[src/rtl/noc_pkg.sv]
// noc_pkg: shared Spidergon NoC definitions.
//   - direction codes used by the router and as output-port indices
//   - input-port index constants
//   - default ring size (a smaller ring for formal runs)
package noc_pkg;

  localparam int DIRECTION_WIDTH = 2;
  localparam int NUM_PORTS       = 4;

  typedef enum logic [DIRECTION_WIDTH-1:0] {
    ANTI_CLOCKWISE = 2'd0,
    CLOCKWISE      = 2'd1,
    ACROSS         = 2'd2,
    STOP           = 2'd3
  } direction_e;

  // Input port indices
  localparam int IN_LOCAL  = 0;
  localparam int IN_ACW    = 1;
  localparam int IN_CW     = 2;
  localparam int IN_ACROSS = 3;

`ifdef FORMAL
  localparam int DEFAULT_NUM_OF_NODES = 8;
`else
  localparam int DEFAULT_NUM_OF_NODES = 32;
`endif

endpackage

[src/rtl/router.sv]
// router: Spidergon shortest-path direction for one flit.
// Ports:
//   current_node  in   this node's ID
//   dest_node     in   destination node of the flit
//   direction     out  ANTI_CLOCKWISE / CLOCKWISE / ACROSS / STOP
module router
  import noc_pkg::*;
#(
  parameter  int NUM_OF_NODES = DEFAULT_NUM_OF_NODES,
  localparam int NODE_W       = $clog2(NUM_OF_NODES)
) (
  input  logic [NODE_W-1:0]          current_node,
  input  logic [NODE_W-1:0]          dest_node,
  output logic [DIRECTION_WIDTH-1:0] direction
);

  localparam logic [NODE_W+1:0] N_X1 = (NODE_W+2)'(NUM_OF_NODES);
  localparam logic [NODE_W+1:0] N_X3 = (NODE_W+2)'(3 * NUM_OF_NODES);

  // Ring size is a power of two, so the subtraction wraps modulo N for free.
  logic [NODE_W-1:0] rel_ad;
  logic [NODE_W+1:0] rel_x4;

  assign rel_ad = dest_node - current_node;
  // Comparing 4*RelAd against N and 3N avoids fractional thresholds.
  assign rel_x4 = {rel_ad, 2'b00};

  always_comb begin
    direction = ACROSS;
    if (rel_x4 == '0) begin
      direction = STOP;
    end else if (rel_x4 <= N_X1) begin
      direction = CLOCKWISE;
    end else if (rel_x4 >= N_X3) begin
      direction = ANTI_CLOCKWISE;
    end
  end

endmodule

[src/rtl/spidergon_switch_allocator_rr_arbiter.sv]
// spidergon_rr_arbiter: 4-requester round-robin arbiter for one output port.
// Ports:
//   clk, reset  in   clock, synchronous active-high reset
//   req         in   request per input
//   en          in   output slot can accept a flit this cycle
//   gnt         out  one-hot grant (all zero when disabled or idle)
module spidergon_rr_arbiter (
  input  logic       clk,
  input  logic       reset,
  input  logic [3:0] req,
  input  logic       en,
  output logic [3:0] gnt
);

  // Last granted input; reset to 3 so input 0 is searched first.
  logic [1:0] ptr_q;
  logic [1:0] ptr_d;
  logic [1:0] idx;

  always_comb begin
    gnt   = '0;
    ptr_d = ptr_q;
    idx   = '0;
    // Search ptr+1, ptr+2, ptr+3, ptr; the first requester wins.
    for (int k = 1; k <= 4; k++) begin
      idx = ptr_q + 2'(k);
      if (en && req[idx] && (gnt == '0)) begin
        gnt[idx] = 1'b1;
        ptr_d    = idx;
      end
    end
  end

  always_ff @(posedge clk) begin
    if (reset) begin
      ptr_q <= 2'd3;
    end else begin
      ptr_q <= ptr_d;
    end
  end

endmodule

[src/rtl/spidergon_switch_allocator.sv]
// spidergon_switch_allocator: per-node 4x4 switch allocator for the Spidergon NoC.
// Ports:
//   clk, reset    in   clock, synchronous active-high reset
//   current_node  in   static node ID
//   in_valid      in   per input: 0 local, 1 from ACW, 2 from CW, 3 from across
//   in_flit       in   input i at [i*FLIT_W +: FLIT_W], dest in the top NODE_W bits
//   in_ready      out  input i granted this cycle
//   out_valid     out  per direction code: 0 ACW, 1 CW, 2 ACROSS, 3 eject
//   out_flit      out  registered flit per output, same slicing as in_flit
//   out_ready     in   downstream accepts the held flit
module spidergon_switch_allocator
  import noc_pkg::*;
#(
  parameter  int NUM_OF_NODES  = DEFAULT_NUM_OF_NODES,
  parameter  int PAYLOAD_WIDTH = 16,
  localparam int NODE_W        = $clog2(NUM_OF_NODES),
  localparam int FLIT_W        = NODE_W + PAYLOAD_WIDTH
) (
  input  logic                  clk,
  input  logic                  reset,
  input  logic [NODE_W-1:0]     current_node,
  input  logic [3:0]            in_valid,
  input  logic [4*FLIT_W-1:0]   in_flit,
  output logic [3:0]            in_ready,
  output logic [3:0]            out_valid,
  output logic [4*FLIT_W-1:0]   out_flit,
  input  logic [3:0]            out_ready
);

  logic [3:0][FLIT_W-1:0]          in_flit_a;
  logic [3:0][DIRECTION_WIDTH-1:0] dir;
  logic [3:0][3:0]                 req;   // req[o][i]
  logic [3:0][3:0]                 gnt;   // gnt[o][i], one-hot per output
  logic [3:0]                      arb_en;

  logic [3:0]             out_valid_q, out_valid_d;
  logic [3:0][FLIT_W-1:0] out_flit_q,  out_flit_d;

  assign in_flit_a = in_flit;

  for (genvar i = 0; i < NUM_PORTS; i++) begin : g_route
    router #(.NUM_OF_NODES(NUM_OF_NODES)) u_router (
      .current_node (current_node),
      .dest_node    (in_flit_a[i][FLIT_W-1 -: NODE_W]),
      .direction    (dir[i])
    );
  end

  // Each input requests only the output its router picked.
  always_comb begin
    req = '0;
    for (int o = 0; o < NUM_PORTS; o++) begin
      for (int i = 0; i < NUM_PORTS; i++) begin
        req[o][i] = in_valid[i] && (dir[i] == DIRECTION_WIDTH'(o));
      end
    end
  end

  // A slot is free when empty or when its occupant leaves this cycle.
  // Reset blocks all grants so in_ready stays low while reset is high.
  assign arb_en = (~out_valid_q | out_ready) & {4{~reset}};

  for (genvar o = 0; o < NUM_PORTS; o++) begin : g_arb
    spidergon_rr_arbiter u_arb (
      .clk   (clk),
      .reset (reset),
      .req   (req[o]),
      .en    (arb_en[o]),
      .gnt   (gnt[o])
    );
  end

  always_comb begin
    in_ready = '0;
    for (int o = 0; o < NUM_PORTS; o++) begin
      in_ready = in_ready | gnt[o];
    end
  end

  // Grant loads the slot (replacing a departing flit with no bubble);
  // otherwise a ready downstream empties it.
  always_comb begin
    out_valid_d = out_valid_q;
    out_flit_d  = out_flit_q;
    for (int o = 0; o < NUM_PORTS; o++) begin
      if (gnt[o] != '0) begin
        out_valid_d[o] = 1'b1;
        for (int i = 0; i < NUM_PORTS; i++) begin
          if (gnt[o][i]) begin
            out_flit_d[o] = in_flit_a[i];
          end
        end
      end else if (out_ready[o]) begin
        out_valid_d[o] = 1'b0;
      end
    end
  end

  always_ff @(posedge clk) begin
    if (reset) begin
      out_valid_q <= '0;
      out_flit_q  <= '0;
    end else begin
      out_valid_q <= out_valid_d;
      out_flit_q  <= out_flit_d;
    end
  end

  assign out_valid = out_valid_q;
  assign out_flit  = out_flit_q;

endmodule

[config.mk]
export PLATFORM = sky130hd
export DESIGN_NAME = spidergon_switch_allocator
export DESIGN_NICKNAME = d
export VERILOG_FILES = /design/src/rtl/noc_pkg.sv /design/src/rtl/router.sv /design/src/rtl/spidergon_switch_allocator_rr_arbiter.sv /design/src/rtl/spidergon_switch_allocator.sv
export SDC_FILE = /design/constraint.sdc
export NUM_CORES = 1
export LEC_CHECK = 0
export CAP_MARGIN = 30
export CORE_ASPECT_RATIO = 2
export CORE_MARGIN = 2
export CORE_UTILIZATION = 30
export CTS_CLUSTER_SIZE = 24
export DETAILED_ROUTE_END_ITERATION = 10
export HOLD_SLACK_MARGIN = 0.05
export RECOVER_POWER = 50
export SLEW_MARGIN = 20
export SYNTH_ARGS = -nofsm -noshare
export SYNTH_HDL_FRONTEND = slang
export SYNTH_HIERARCHICAL = 1
export SYNTH_SLANG_ARGS = --single-unit
[constraint.sdc]
create_clock -name clk -period 16 [get_ports clk]
set_input_delay 1.6 -clock clk [delete_from_list [all_inputs] [get_ports clk]]
set_output_delay 1.6 -clock clk [all_outputs]
set_load 0.02 [all_outputs]
* Yosys cells after proc, flatten, opt, wreduce, memory -nomap -nowiden *
Cells that the tools add are included.

storage, ports and cells
  output and inout bits = 92
  flip-flop bits (word level) = 96
  word-level logic and storage cells = 327

cells by class
  magnitude comparators = 40
  bitwise logic cells = 23
  reduce and logical (&&, ||, !) cells = 96
  equal/unequal tests = 12
  $add $sub $neg = 16
  multiplexer cells = 128

operators by type and width
  kind                   number
  $mux W21               16
  $mux W4                16
  $or A4 B4 Y4           16
  $logic_and A1 B1 Y1    60
  $logic_not A4 Y1       12
  $lt A2 B3 Y1 const B   16
  $mux W2                24
  $mux W1                40
  $bmux W1 S2            16
  $demux W1 S2           16
  $ge A2 B1 Y1 const B   16
  $ge A7 B7 Y1 const B   4
  $le A7 B6 Y1 const B   4
  $logic_not A7 Y1       4
  $sub A5 B5 Y5          4
  $add A2 B2 Y2 const B  8
  $eq A2 B2 Y1 const B   8
  $reduce_bool A4 Y1     4
  $reduce_bool A3 Y1     4
  $add A2 B1 Y2 const B  4
  $eq A2 B1 Y1 const B   4
  $logic_not A2 Y1       4
  $reduce_and A2 Y1      4
  $reduce_bool A2 Y1     4
  3 further kinds        7

* Logic depth before layout (Yosys ltp) *
Gate-level depths: netlist of run 1.

  depth after elaboration = 24
  mapped depth = 20

* By module *
Netlist of run 1, hierarchy kept.

modules (own cells, without submodules)
  module                                      area each (um2)  cells each  times used
  spidergon_switch_allocator                  5,207.5          641         1
  spidergon_rr_arbiter at g_arb[0].u_arb ...  665.6            75          3
  router                                      306.5            41          4
  spidergon_rr_arbiter at g_arb[3].u_arb      568.0            68          1

* Worst setup path before layout of run 1 *
No wires, ideal clock.

  path type = input-to-output
  start = input port current_node[2]
  end = output port in_ready[3]
  buffers on the path = 1
  path slack = 8,662 ps
  arrival = 5,738 ps
  cell stages on the path = 16
  data required time = 14,400 ps
  path through = inv_1 ha_1 nand2_2 o21ai_4 a311oi_1 a2111oi_1 nand3_1 and3b_1 mux4_2 and2_4 and3_4 or4b_4 and3_4 a221o_1 clkbuf_1 or4_1

RTL lines
  element          RTL line                          text
  start, declared  spidergon_switch_allocator.sv:21  input logic [NODE_W-1:0] current_node,
  end, declared    spidergon_switch_allocator.sv:24  output logic [3:0] in_ready,

==> flow_results.org, run 1 <==
** Run status
- Status :: completed

** Logic synthesis
- Compound-gate portion of the synthesized area :: 29.8%
- In this run, synthesis produced a sequential element count of 96.
- Cell count after synthesis :: 1,098
- List of most frequent post-synthesis cells :: sky130_fd_sc_hd__nor2_1 (121), sky130_fd_sc_hd__nand2_1 (103), sky130_fd_sc_hd__dfxtp_1 (96)
- Arithmetic-cell share of the synthesized area counting full adders, half adders and majority gates :: under 10%
- Number of library cell types mapped by synthesis :: 78
- The share of synthesized area in the top cell type comes to 21.4%.
- After synthesis the cells add up to approximately 0.009 mm2.
- Summing the areas of all and, or, nand and nor instances in the mapped netlist gives 26.9% of the synthesized area.
- Of all flip-flops after synthesis, the portion carrying an async set or reset was 0%.
- The synthesized design contains 0 enable-type register cells.
- Share of synthesized area occupied by flip-flops and latches :: 21.4%
- In the synthesized netlist, mux cells make up 7.23% of the area.
- In the synthesized netlist the dominant register cell turns out to be sky130_fd_sc_hd__dfxtp_1.
- Largest family of logic cells by synthesized area :: compound AO/OA/AOI/OAI gates
- The Yosys step of the flow raised 6 warnings.
- Parity-gate share of the synthesized area counting xor and xnor cells :: 1.50%
- Ranked by total cell area, the synthesized netlist is headed by sky130_fd_sc_hd__dfxtp_1 (21%), sky130_fd_sc_hd__a311oi_1 (6.4%), sky130_fd_sc_hd__ha_1 (6.1%), sky130_fd_sc_hd__nand3b_1 (6.1%), sky130_fd_sc_hd__o221ai_1 (5.9%).
- Cell with the most instances after synthesis :: sky130_fd_sc_hd__nor2_1
- Synthesis produced a netlist with a net count of 1,241.
- Each instance of the synthesized netlist takes up on average 8.20 um2.
- Cell type with the largest total area after synthesis :: sky130_fd_sc_hd__dfxtp_1

** Route
- First-pass detailed-route iteration total :: 7
- Detail-routed net length per standard cell :: 24.0 um
- Top routing layer in use :: met4
- Number of routed nets with antenna violations :: 0
- # DRC :: 0
- Dividing the detail-routed via count by the number of cells gives roughly 6.3.
- The routed layout has between 10,000 and 15,000 vias.
- For this block, wires on met1 add up to 13,600 um.
- In the detailed route, the total length drawn on met3 is 2340 um.
- Detailed-route wire length :: roughly 38,000 um
- Drt first-iter violations :: 821
- The routed design uses 19,700 um of met2 wire.

** Clocking
- Clock-pin slew was measured on the worst setup and hold paths at roughly 0.070 ns.
- Clock tree buffer depth :: 2
- Once the clock tree was built, the resizer swapped 0 gates to a different size.
- The tree is rooted in a sky130_fd_sc_hd__clkbuf_16.
- Number of H-tree levels :: 3
- Post-CTS Setup Bufs :: 0
- TritonCTS built the clock tree.
- TritonCTS Buffers :: 9
- The tree built by TritonCTS fans out to 96 sinks.
- The clock reaches the later pin of the worst-skew pair after 0.38 ns.
- Number of buffers added to fix hold violations after cts :: 0

** Place
- Input and output buffers added on the ports amount to between 150 and 200.
- Placer Congestion :: 0.954
- Once detailed placement completed, the half-perimeter wirelength came to 28,200 um.

** GRT
- Global routing used around a quarter of the available tracks.
- Global-route wire length before repair :: approximately 57,000 um
- Number of global-route vias before repair :: 9,733
- Entering global routing, the biggest net connects 62 pins.
- For this run the aggregate overflow at the end of global routing stands at 0.
- Number of antenna violations at the first check in global routing :: 2

** Hold path
- Critical hold path startpoint :: out_flit[26]$_SDFFE_PP0P_
- Endpoint, Worst Hold :: out_flit[26]$_SDFFE_PP0P_
- The path class of the tightest hold or removal check is register to register.
- Cell count of the worst hold path :: 2

** Critical path
- Worst-path fanout max :: 45
- Setup slack on the worst flop-to-flop path :: around 11 ns
- CP required :: 14.40 ns
- R2r worst-path depth :: 13
- Launch point of the worst reg-to-reg path :: g_arb[1].u_arb/ptr_q[0]$_SDFFE_PP1P_
- The endpoint identified for the worst register-to-register timing path is out_flit[23]$_SDFFE_PP0P_.
- STA classifies the critical path endpoint as an output pin.
- The worst setup path is launched from an input pin.
- Endpoint arrival time on the critical path :: roughly 8.3 ns
- WS Path Type :: input pin to output pin

** Floorplan
- Pin placement for this block handled between 150 and 200 I/O pins.
- Area enclosed by the die boundary :: between 0.03 and 0.04 mm2
- Starting utilization of the core area :: a little over 30%
- Vertical die dimension :: between 200 and 250 um
- The initialized floorplan defines 89 standard-cell rows.
- The floorplan step set the die width to 126 um.
- Std-Cell Core Area :: 0.0295 mm2

** STA
- Setup violations remaining at the end of the flow were counted as 0.
- On the final layout, the worst hold slack is 0.493 ns.
- Transition time at the pin with the least slew margin :: about 1.1 ns
- The worst pin sits at a relative slew slack of 23.9%.
- Slew Viols, Final :: 0
- Setup repair after global routing left no endpoint under its margin.
- Highest achievable clock rate :: a little over 100 MHz
- Final Hold Viols :: 0
- Portion of the clock cycle consumed by the worst path in the final layout :: 62.0%
- Skew final :: 0.0126 ns
- Final setup TNS :: 0 ns
- For the finished layout, the period the worst path requires is about 10 ns.

** Layout
- Cells with a size suffix above 1 make up 7.80% of the layout.
- Nets@finish :: 1,368
- Number of filler cells placed in the layout :: approximately 3,000
- The area growth from synthesis to layout is 26.0%.

** Power
- In this run the power density over the cells is 158 mW/mm2.
- Static power due to leakage :: 0.00415 uW
- Max VDD drop :: 70.9 uV

** Run
- Max-cap violations in this run came to 0.
==> metrics by stage <==
step	instance area (um2)	total power [uW]	worst slack, ns	instances	utilization (%)
finish	11300	1790	6.07	1596	38.4
global route	11300	1900	5.78	1596	38.4
CTS	11400	1820	6.80	1594	38.5
detailed placement	11000	1570	6.82	1578	37.4
global placement	11000	1540	6.90	1573	37.2
floorplan	9000	1140	8.66	1098	-
==> how the worst max path moves through the flow <==
stage	startpoint	cells after the start	end	slack (ns)
after floorplan	current_node[2]	16	in_ready[3]	8.66
after global placement	in_flit[81]	16	in_ready[3]	6.90
after detailed placement	in_flit[81]	16	in_ready[3]	6.82
after CTS	in_flit[81]	16	in_ready[3]	6.80
after global routing	in_flit[81]	16	in_ready[3]	5.78
final	in_flit[81]	16	in_ready[3]	6.07
==> logic make-up after synthesis <==
family	Yosys count
and+or+nand+nor	443
muxes	45
DFF	96
AOI/OAI and AO/OA	326
xor gates and xnor gates	12
adders and majority gates	44
buffers and inverters	132
==> per-layer routing <==
| layer | vias to the layer above | GRT usage (%) |
|---|---|---|
| met5 | - | 0 |
| met4 | 0 | 16.2 |
| met3 | 152 | 3.29 |
| met2 | 515 | 41.6 |
| met1 | 4800 | 25.2 |
| li1 | 4551 | - |
==> power by group <==
part | internal (uW) | leakage (uW) | switching (uW)
Clock | 138 | 0.000156 | 112
Sequential | 324 | 0.000789 | 75.9
Combinational | 456 | 0.00321 | 685
==> worst max-delay path: stages <==
cell	delay (ns)
sky130_fd_sc_hd__dlygate4sd3_1	0.69
sky130_fd_sc_hd__ha_1	0.44
sky130_fd_sc_hd__nand2_2	0.06
sky130_fd_sc_hd__o21ai_0	0.87
sky130_fd_sc_hd__a311oi_1	0.09
sky130_fd_sc_hd__a2111oi_0	0.44
sky130_fd_sc_hd__nand3_1	0.25
sky130_fd_sc_hd__and3b_1	0.28
sky130_fd_sc_hd__mux4_2	0.51
sky130_fd_sc_hd__and2_4	0.21
sky130_fd_sc_hd__and3_4	0.19
sky130_fd_sc_hd__or4b_4	0.54
sky130_fd_sc_hd__and3_4	0.18
sky130_fd_sc_hd__a221o_2	0.70
sky130_fd_sc_hd__or4_1	0.65
sky130_fd_sc_hd__clkdlybuf4s50_1	0.57
==> sequential cells by signal (all words and copies together) (netlist names) <==
register and flops:
out_flit 84, g_arb.u_arb/ptr_q 8, out_valid 4
==> final cells by class <==
type                    count  area (um2)  share of cell area, %
multi-input cells         870        6440                   56.8
repair buffers            206        2040                   18.0
flip-flops and latches     96        1920                   16.9
well taps                 364         455                   4.02
clock buffers               9         225                   1.99
inverters                  42         158                   1.39
clock inverters             7        95.1                  0.838
diodes                      2        5.00                 0.0441
==> layout by cell type (no fill, tap or decap), types with 19 or more instances in the layout <==
| cell type | n |
|---|---|
| sky130_fd_sc_hd__nor2_1 | 117 |
| sky130_fd_sc_hd__o311ai_0 | 20 |
| sky130_fd_sc_hd__dlygate4sd3_1 | 89 |
| sky130_fd_sc_hd__nand3b_1 | 73 |
| sky130_fd_sc_hd__a311oi_1 | 66 |
| sky130_fd_sc_hd__a21oi_1 | 28 |
| sky130_fd_sc_hd__ha_1 | 44 |
| sky130_fd_sc_hd__a211oi_1 | 19 |
| sky130_fd_sc_hd__o221ai_1 | 61 |
| sky130_fd_sc_hd__mux2i_1 | 24 |
| sky130_fd_sc_hd__inv_1 | 42 |
| sky130_fd_sc_hd__nand2b_1 | 27 |
| sky130_fd_sc_hd__dfxtp_1 | 96 |
| sky130_fd_sc_hd__nand2_1 | 103 |
| sky130_fd_sc_hd__clkdlybuf4s50_1 | 100 |
| sky130_fd_sc_hd__a22oi_1 | 20 |
Power figures use the tool's default switching activity.
==> inputs of run 2 (changes only) <==
==> constraint.sdc (replaced) <==
create_clock -name clk -period 9.58 [get_ports clk]
set_input_delay 0.958 -clock clk [delete_from_list [all_inputs] [get_ports clk]]
set_output_delay 0.958 -clock clk [all_outputs]
set_load 0.02 [all_outputs]
==> flow_results.org, run 2 (synthesis results as in run 1) <==
** STA
- Setup violations remaining at the end of the flow were counted as 0.
- Clock skew on the completed layout was measured at approximately 0.0088 ns.
- Highest achievable clock rate :: around 120 MHz
- For the pin with the worst max-slew slack, the measured transition is 1.13 ns.
- The worst pin sits at a relative slew slack of a little under a quarter.
- Setup repair after global routing left no endpoint under its margin.
- After layout, the minimum clock period comes to 8.57 ns.
- Final Hold Viols :: 0
- The final critical path takes up 89.4% of the cycle.
- Slew Viols, Final :: 0
- For the final routed database, the setup TNS stands at 0 ns.

** Clocking
- Insertion delay of the later-clocked pin in the worst-skew pair :: around 0.37 ns
- Clock tree buffer depth :: 2
- Number of H-tree levels :: 3
- TritonCTS built the clock tree.
- Post-CTS Setup Bufs :: 0
- Buffers inserted during clock tree synthesis total 9.
- The clock net in this run drives a total of 96 sinks.
- After clock tree synthesis, the flow added hold-fix buffers numbering 0.
- The cell sitting at the root of the clock tree is a sky130_fd_sc_hd__clkbuf_16.
- Reg clk slew, reported paths :: 0.07 ns
- Number of instances resized during post-cts repair :: 0

** Floorplan
- Std-Cell Core Area :: between 0.02 and 0.03 mm2
- Placement row count :: 89
- I/O pin cnt :: 191
- Overall die width :: 126 um
- Starting utilization of the core area :: a little under a third
- Area enclosed by the die boundary :: approximately 0.031 mm2
- Vertical die dimension :: 249 um

** Critical path
- Endpoint arrival time on the critical path :: roughly 7.6 ns
- STA classifies the critical path endpoint as an output pin.
- Walking the worst path, the cells encountered are clkdlybuf4s50_1 > ha_1 > nand2_2 > o21ai_0 > a311oi_1 > a2111oi_1 > nand3_1 > and3b_1 > mux4_2 > and2_4 > and3_4 > or4b_4 > and3_4 > a221o_2 > or4_1 > clkdlybuf4s50_1.
- Of all nets on the critical path, the largest fanout is between 40 and 50.
- The slowest stage of the critical path is the sky130_fd_sc_hd__o21ai_0 cell.
- The critical path in this run is classified as input pin to output pin.
- Bufs and invs on worst path :: 2
- The worst register-to-register path has a setup slack of 4.50 ns.
- STA puts the critical path data required time at between 8 and 9 ns.
- Kind of launch point of the worst setup path :: input pin
- Among cell families on the critical path, the largest total delay comes from simple AND/OR/NAND/NOR gates.
- Critical path's largest stage delay :: 0.87 ns

** Run
- Across the run, the number of max-cap violations was 0.

** Layout
- The register with the most flip-flops in the layout has 84 of them.
- Compared with the post-synthesis result, the final layout area differs by 25.9%.
- Final design instance area without fill :: about 0.011 mm2
- Number of filler cells placed in the layout :: 3,007
- Leading cell type in the layout, fill and taps excluded :: sky130_fd_sc_hd__nor2_1
- Nets@finish :: 1,369
- Leaving out fill and tap cells, the most frequent cells in the layout are sky130_fd_sc_hd__nor2_1 (117), sky130_fd_sc_hd__nand2_1 (103), sky130_fd_sc_hd__clkdlybuf4s50_1 (101), sky130_fd_sc_hd__dfxtp_1 (96), sky130_fd_sc_hd__dlygate4sd3_1 (88).
- Cells with a size suffix above 1 make up 7.80% of the layout.

** GRT
- Number of antenna violations at the first check in global routing :: 2
- Entering global routing, the biggest net connects 62 pins.
- The number of global-route vias before repair was 9,666.
- Residual overflow from global routing :: 0
- Global routing consumed, over all layers together, about a quarter of the routing resources.
- Global-route wire length before repair :: roughly 58,000 um

** Power
- Max VDD drop :: 127 uV
- Power spread over the standard cell area amounts to 261 mW/mm2.
- Combinational Power Share :: 65.2%
- Reported net switching power :: 1470 uW
- Sequential cells burn 22.6% of the power.
- Clock power frac :: 12.3%
- Switching portion of total power :: 49.6%
- Static power due to leakage :: 0.00414 uW
- The internal portion of the total power is 1490 uW.

** Place
- Port buffering added 190 buffers.
- Placer Congestion :: 0.950
- Once placement finished, the instance area stood at 0.0110 mm2.
- Detailed placement finished with a half-perimeter wire length of 28,300 um.

** Route
- After detailed routing, the average wire length per cell comes to 24.2 um.
- The final route contains 10,029 vias.
- Via-to-Cell Ratio :: 6.28
- Summed over all layers, the routed wires come to approximately 39,000 um.
- # DRC :: 0
- In this run the remaining antenna-violating nets after routing total 0.
- The detailed router finished its first iteration with 752 violations.
- Before antenna repair, the detailed router went through 6 iterations.

** Hold path
- The path class of the tightest hold or removal check is register to register.

** Run status
- The run finished with clean final reports.
## run 2: changes by cell type in the layout (fill, tap and decap cells not counted)
| cell | change |
|---|---|
| sky130_fd_sc_hd__clkbuf_1 | +1 |
| sky130_fd_sc_hd__buf_8 | +2 |
| sky130_fd_sc_hd__bufinv_16 | -2 |
| sky130_fd_sc_hd__a2111oi_1 | +1 |
| sky130_fd_sc_hd__buf_6 | -2 |
| sky130_fd_sc_hd__a2111oi_0 | -1 |
| sky130_fd_sc_hd__inv_6 | +1 |
| sky130_fd_sc_hd__and2_0 | -1 |
| sky130_fd_sc_hd__buf_16 | +1 |
| sky130_fd_sc_hd__dlygate4sd3_1 | -1 |
| sky130_fd_sc_hd__and2_1 | +1 |
| sky130_fd_sc_hd__clkdlybuf4s50_1 | +1 |
## run 2: through the flow
| step | cells | power [uW] | worst slack, ns | hold slack (ns) | util (%) |
|---|---|---|---|---|---|
| after floorplan | 1098 | 1900 | 3.53 | 0.568 | - |
| after global placement | 1573 | 2580 | 1.75 | 0.489 | 37.2 |
| after detailed placement | 1578 | 2620 | 1.70 | 0.492 | 37.4 |
| after CTS | 1594 | 2990 | 1.68 | 0.503 | 38.3 |
| after global routing | 1597 | 3130 | 0.751 | 0.514 | 38.4 |
| final | 1597 | 2960 | 1.01 | 0.494 | 38.4 |
## run 2: final cells by class
cell class | count | area [um2] | share of cell area (%)
Sequential cell | 96 | 1920 | 17.0
Multi-Input combinational cell | 870 | 6440 | 56.8
Inverter | 42 | 158 | 1.39
Antenna cell | 2 | 5.00 | 0.0442
Timing Repair Buffer | 207 | 2080 | 18.3
Clock buffer | 10 | 229 | 2.02
Clock inverter | 6 | 43.8 | 0.386
Tap cell | 364 | 455 | 4.02
## run 2: path summary, 6_finish.rpt
check                                            endpoint  cells after the start                                 start
worst max-delay path                          in_ready[3]                     16                           in_flit[81]
worst min register to register  out_flit[71]$_SDFFE_PP0P_                      2             out_flit[71]$_SDFFE_PP0P_
worst min-delay path            out_flit[71]$_SDFFE_PP0P_                      2             out_flit[71]$_SDFFE_PP0P_
worst max register to register  out_flit[39]$_SDFFE_PP0P_                     13  g_arb[1].u_arb/ptr_q[0]$_SDFFE_PP1P_
## run 2: worst min-delay path: stages (launching register included)
cell                       delay, ns
sky130_fd_sc_hd__dfxtp_1        0.31
sky130_fd_sc_hd__nor2_1         0.09
sky130_fd_sc_hd__a311oi_1       0.05
## run 2: layer usage
metal	track usage [%]	up-vias	routed length [um]
met5	0	-	0
met1	24.9	4885	13700
met4	15.4	0	2580
li1	-	4543	-
met3	2.99	131	2140
met2	42.9	470	20100
## run 2: power groups by stage
| stage | clock network [uW] | registers [uW] | logic [uW] |
|---|---|---|---|
| final | 363 | 668 | 1930 |
| after global placement | 0 | 682 | 1890 |
| after CTS | 375 | 674 | 1950 |
| after detailed placement | 0 | 682 | 1940 |
| after global routing | 385 | 686 | 2060 |
| after floorplan | 0 | 776 | 1130 |
==> inputs of run 3 (changes only) <==
--- a/config.mk
+++ b/config.mk
@@ -11,6 +11,7 @@
 export CORE_UTILIZATION = 30
 export CTS_CLUSTER_SIZE = 24
 export DETAILED_ROUTE_END_ITERATION = 10
+export DONT_BUFFER_PORTS = 1
 export HOLD_SLACK_MARGIN = 0.05
 export RECOVER_POWER = 50
 export SLEW_MARGIN = 20
==> flow_results.org, run 3 (synthesis results as in run 1) <==
** Power
- Reported net switching power :: 1380 uW
- Clock power frac :: around 15%
- The internal portion of the total power is 1310 uW.
- Share of power burned in registers :: 31.5%
- Max VDD drop :: 106 uV
- In this run switching power makes up 51.3% of total power.
- Total power draw :: about 2700 uW
- Ratio of total power to cell area :: 286 mW/mm2
- In this run the static leakage power is 0.00318 uW.
- Combinational Power Share :: between 50% and 60%

** Run status
- Status :: completed

** Clocking
- TritonCTS Buffers :: 9
- Clock tree buffer depth :: 2
- Num Clock Sinks :: between 90 and 100
- Number of buffers added to fix hold violations after cts :: 0
- The clock reaches the later pin of the worst-skew pair after 0.37 ns.
- CTS tree :: yes
- Root Buffer Master :: sky130_fd_sc_hd__clkbuf_16
- Number of instances resized during post-cts repair :: 0
- In this run the post-CTS setup repair buffer count came out at 0.
- Number of H-tree levels :: 3
- Clock-pin slew was measured on the worst setup and hold paths at 0.07 ns.

** Critical path
- WS Path Type :: input pin to output pin
- In this design, the stage delay of the slowest critical-path cell is between 0.8 and 0.9 ns.
- Kind of launch point of the worst setup path :: input pin
- R2r worst-path depth :: 13
- Worst path top cell family by delay :: simple AND/OR/NAND/NOR gates
- Endpoint arrival time on the critical path :: 6.50 ns
- The critical path contains buffers and inverters numbering 2 combined.
- In this run the critical register-to-register path is launched from g_arb[0].u_arb/ptr_q[0]$_SDFFE_PP1P_.
- Worst setup path endpoint :: in_ready[3]
- The worst setup path is captured at an output pin.
- Endpoint of the worst-slack reg-to-reg timing path :: out_flit[17]$_SDFFE_PP0P_
- In this run the number of cells on the critical path is 16.
- Setup slack on the worst flop-to-flop path :: 4.77 ns
- Traced cell by cell, the critical path runs through inv_1 > ha_1 > nand2_2 > o21ai_0 > a311oi_1 > a2111oi_0 > nand3_1 > nor2_1 > mux4_2 > nand2_1 > and3_4 > or4b_4 > and3_1 > a221o_2 > buf_4 > or4_1.
- Worst Setup SP :: current_node[2]
- At the worst endpoint, the required time is 8.62 ns.
- Along the worst path, the maximum fanout reaches 45.
- Cell type of the slowest stage on the worst timing path :: sky130_fd_sc_hd__o21ai_0

** STA
- RSZ-0062 raised after global routing :: false
- Slew Viols, Final :: 0
- Portion of the clock cycle consumed by the worst path in the final layout :: between 70% and 80%
- The worst pin sits at a relative slew slack of 29.0%.
- Subtracting the final worst setup slack from the clock period gives 7.45 ns.
- Count of final setup violators :: 0
- Static timing analysis puts the maximum clock frequency at around 130 MHz.
- Final worst slack :: 2.13 ns
- Clock skew on the completed layout was measured at 0.0104 ns.
- Summed over all failing endpoints, the final setup total negative slack is 0 ns.
- Transition time at the pin with the least slew margin :: 1.05 ns
- Final Hold Viols :: 0

** Floorplan
- The floorplan step set the die height to about 250 um.
- Overall die width :: 126 um
- Area enclosed by the die boundary :: approximately 0.031 mm2
- For this configuration, the core starts out at a cell density of between 30 and 40%.
- Placement row count :: 89
- Std-Cell Core Area :: between 0.02 and 0.03 mm2
- 191 I/O pins were placed.

** Route
- After detailed routing, the average wire length per cell comes to 27.2 um.
- Detailed-route via count :: 9,228
- Detailed-route wire length :: 38,200 um
- Via-to-Cell Ratio :: between 6 and 7
- For this run, the detailed router's first-pass iteration total came to 5.
- Drt first-iter violations :: 681
- Number of routed nets with antenna violations :: 0
- # DRC :: 0

** Layout
- Of the cells placed in the final design, the portion with a size suffix greater than 1 is under 10%.
- The register with the most flip-flops in the layout has 84 of them.
- 0 antenna diodes ended up in the layout.
- The library cells used most frequently in the layout, excluding fill and tap cells, are sky130_fd_sc_hd__nor2_1 (117), sky130_fd_sc_hd__nand2_1 (103), sky130_fd_sc_hd__dfxtp_1 (96), sky130_fd_sc_hd__nand3b_1 (73), sky130_fd_sc_hd__a311oi_1 (66).
- Compared with the post-synthesis result, the final layout area differs by 4.48%.
- Nets@finish :: 1,175
- Final core utilization :: 31.9%
- Leading cell type in the layout, fill and taps excluded :: sky130_fd_sc_hd__nor2_1

** GRT
- The first global-routing pass estimated 56,700 um of wire.
- Residual overflow from global routing :: 0
- The initial antenna violation count came to 0.
- Number of global-route vias before repair :: between 9,000 and 10,000
- Global routing consumed, over all layers together, 23.4% of the routing resources.
- Entering global routing, the biggest net connects 106 pins.

** Place
- Pre-CTS setup slack :: 2.77 ns
- Count of port buffers added during placement :: 0
- Placer Congestion :: around 0.95
- The HPWL after detailed placement is 27,600 um.

** Hold path
- Min-Delay Path Class :: register to register
- Critical hold path startpoint :: out_flit[26]$_SDFFE_PP0P_

** Run
- Across the run, the number of max-cap violations was 0.
run 3: how the worst min path moves through the flow:
stage	end	slack, ns	cells after the start
floorplan	out_flit[32]$_SDFFE_PP0P_	0.57	2
global placement	out_flit[26]$_SDFFE_PP0P_	0.58	2
detailed placement	out_flit[26]$_SDFFE_PP0P_	0.58	2
CTS	out_flit[26]$_SDFFE_PP0P_	0.59	2
global route	out_flit[74]$_SDFFE_PP0P_	0.61	2
finish	out_flit[26]$_SDFFE_PP0P_	0.59	2
run 3: layout make-up:
type                            count  area [um2]
Fill cell                        3038       20100
Multi-Input combinational cell    870        6440
Sequential cell                    96        1920
Tap cell                          364         455
Clock buffer                       10         239
Inverter                           42         158
Timing Repair Buffer               13         120
Clock inverter                      6        66.3
run 3: power groups by stage:
stage               Combinational (uW)  Clock, uW  Sequential (uW)
CTS                               1430        404              848
global route                      1580        416              863
detailed placement                1420          0              858
global placement                  1390          0              856
floorplan                         1130          0              776
finish                            1440        396              846
run 3: layer usage:
metal | vias up | GRT usage (%) | wire (um)
li1 | 4159 | - | -
met1 | 4432 | 22.8 | 12400
met2 | 485 | 42.0 | 19600
met3 | 152 | 6.85 | 3330
met4 | 0 | 15.7 | 2820
met5 | - | 0 | 0
run 3: tightest hold or removal path: cells and delay by family (launching register included):
family             cells  cell delay (ns)
DFF                    1             0.38
and+or+nand+nor        1             0.12
AOI/OAI and AO/OA      1             0.05
run 3: stage by stage:
stage / hold slack, ns / cells / instance area [um2]
final: 0.590 / 1401 / 9400
after global routing: 0.614 / 1401 / 9400
after CTS: 0.592 / 1400 / 9410
after detailed placement: 0.582 / 1384 / 9100
after global placement: 0.576 / 1380 / 9050
after floorplan: 0.568 / 1098 / 9000
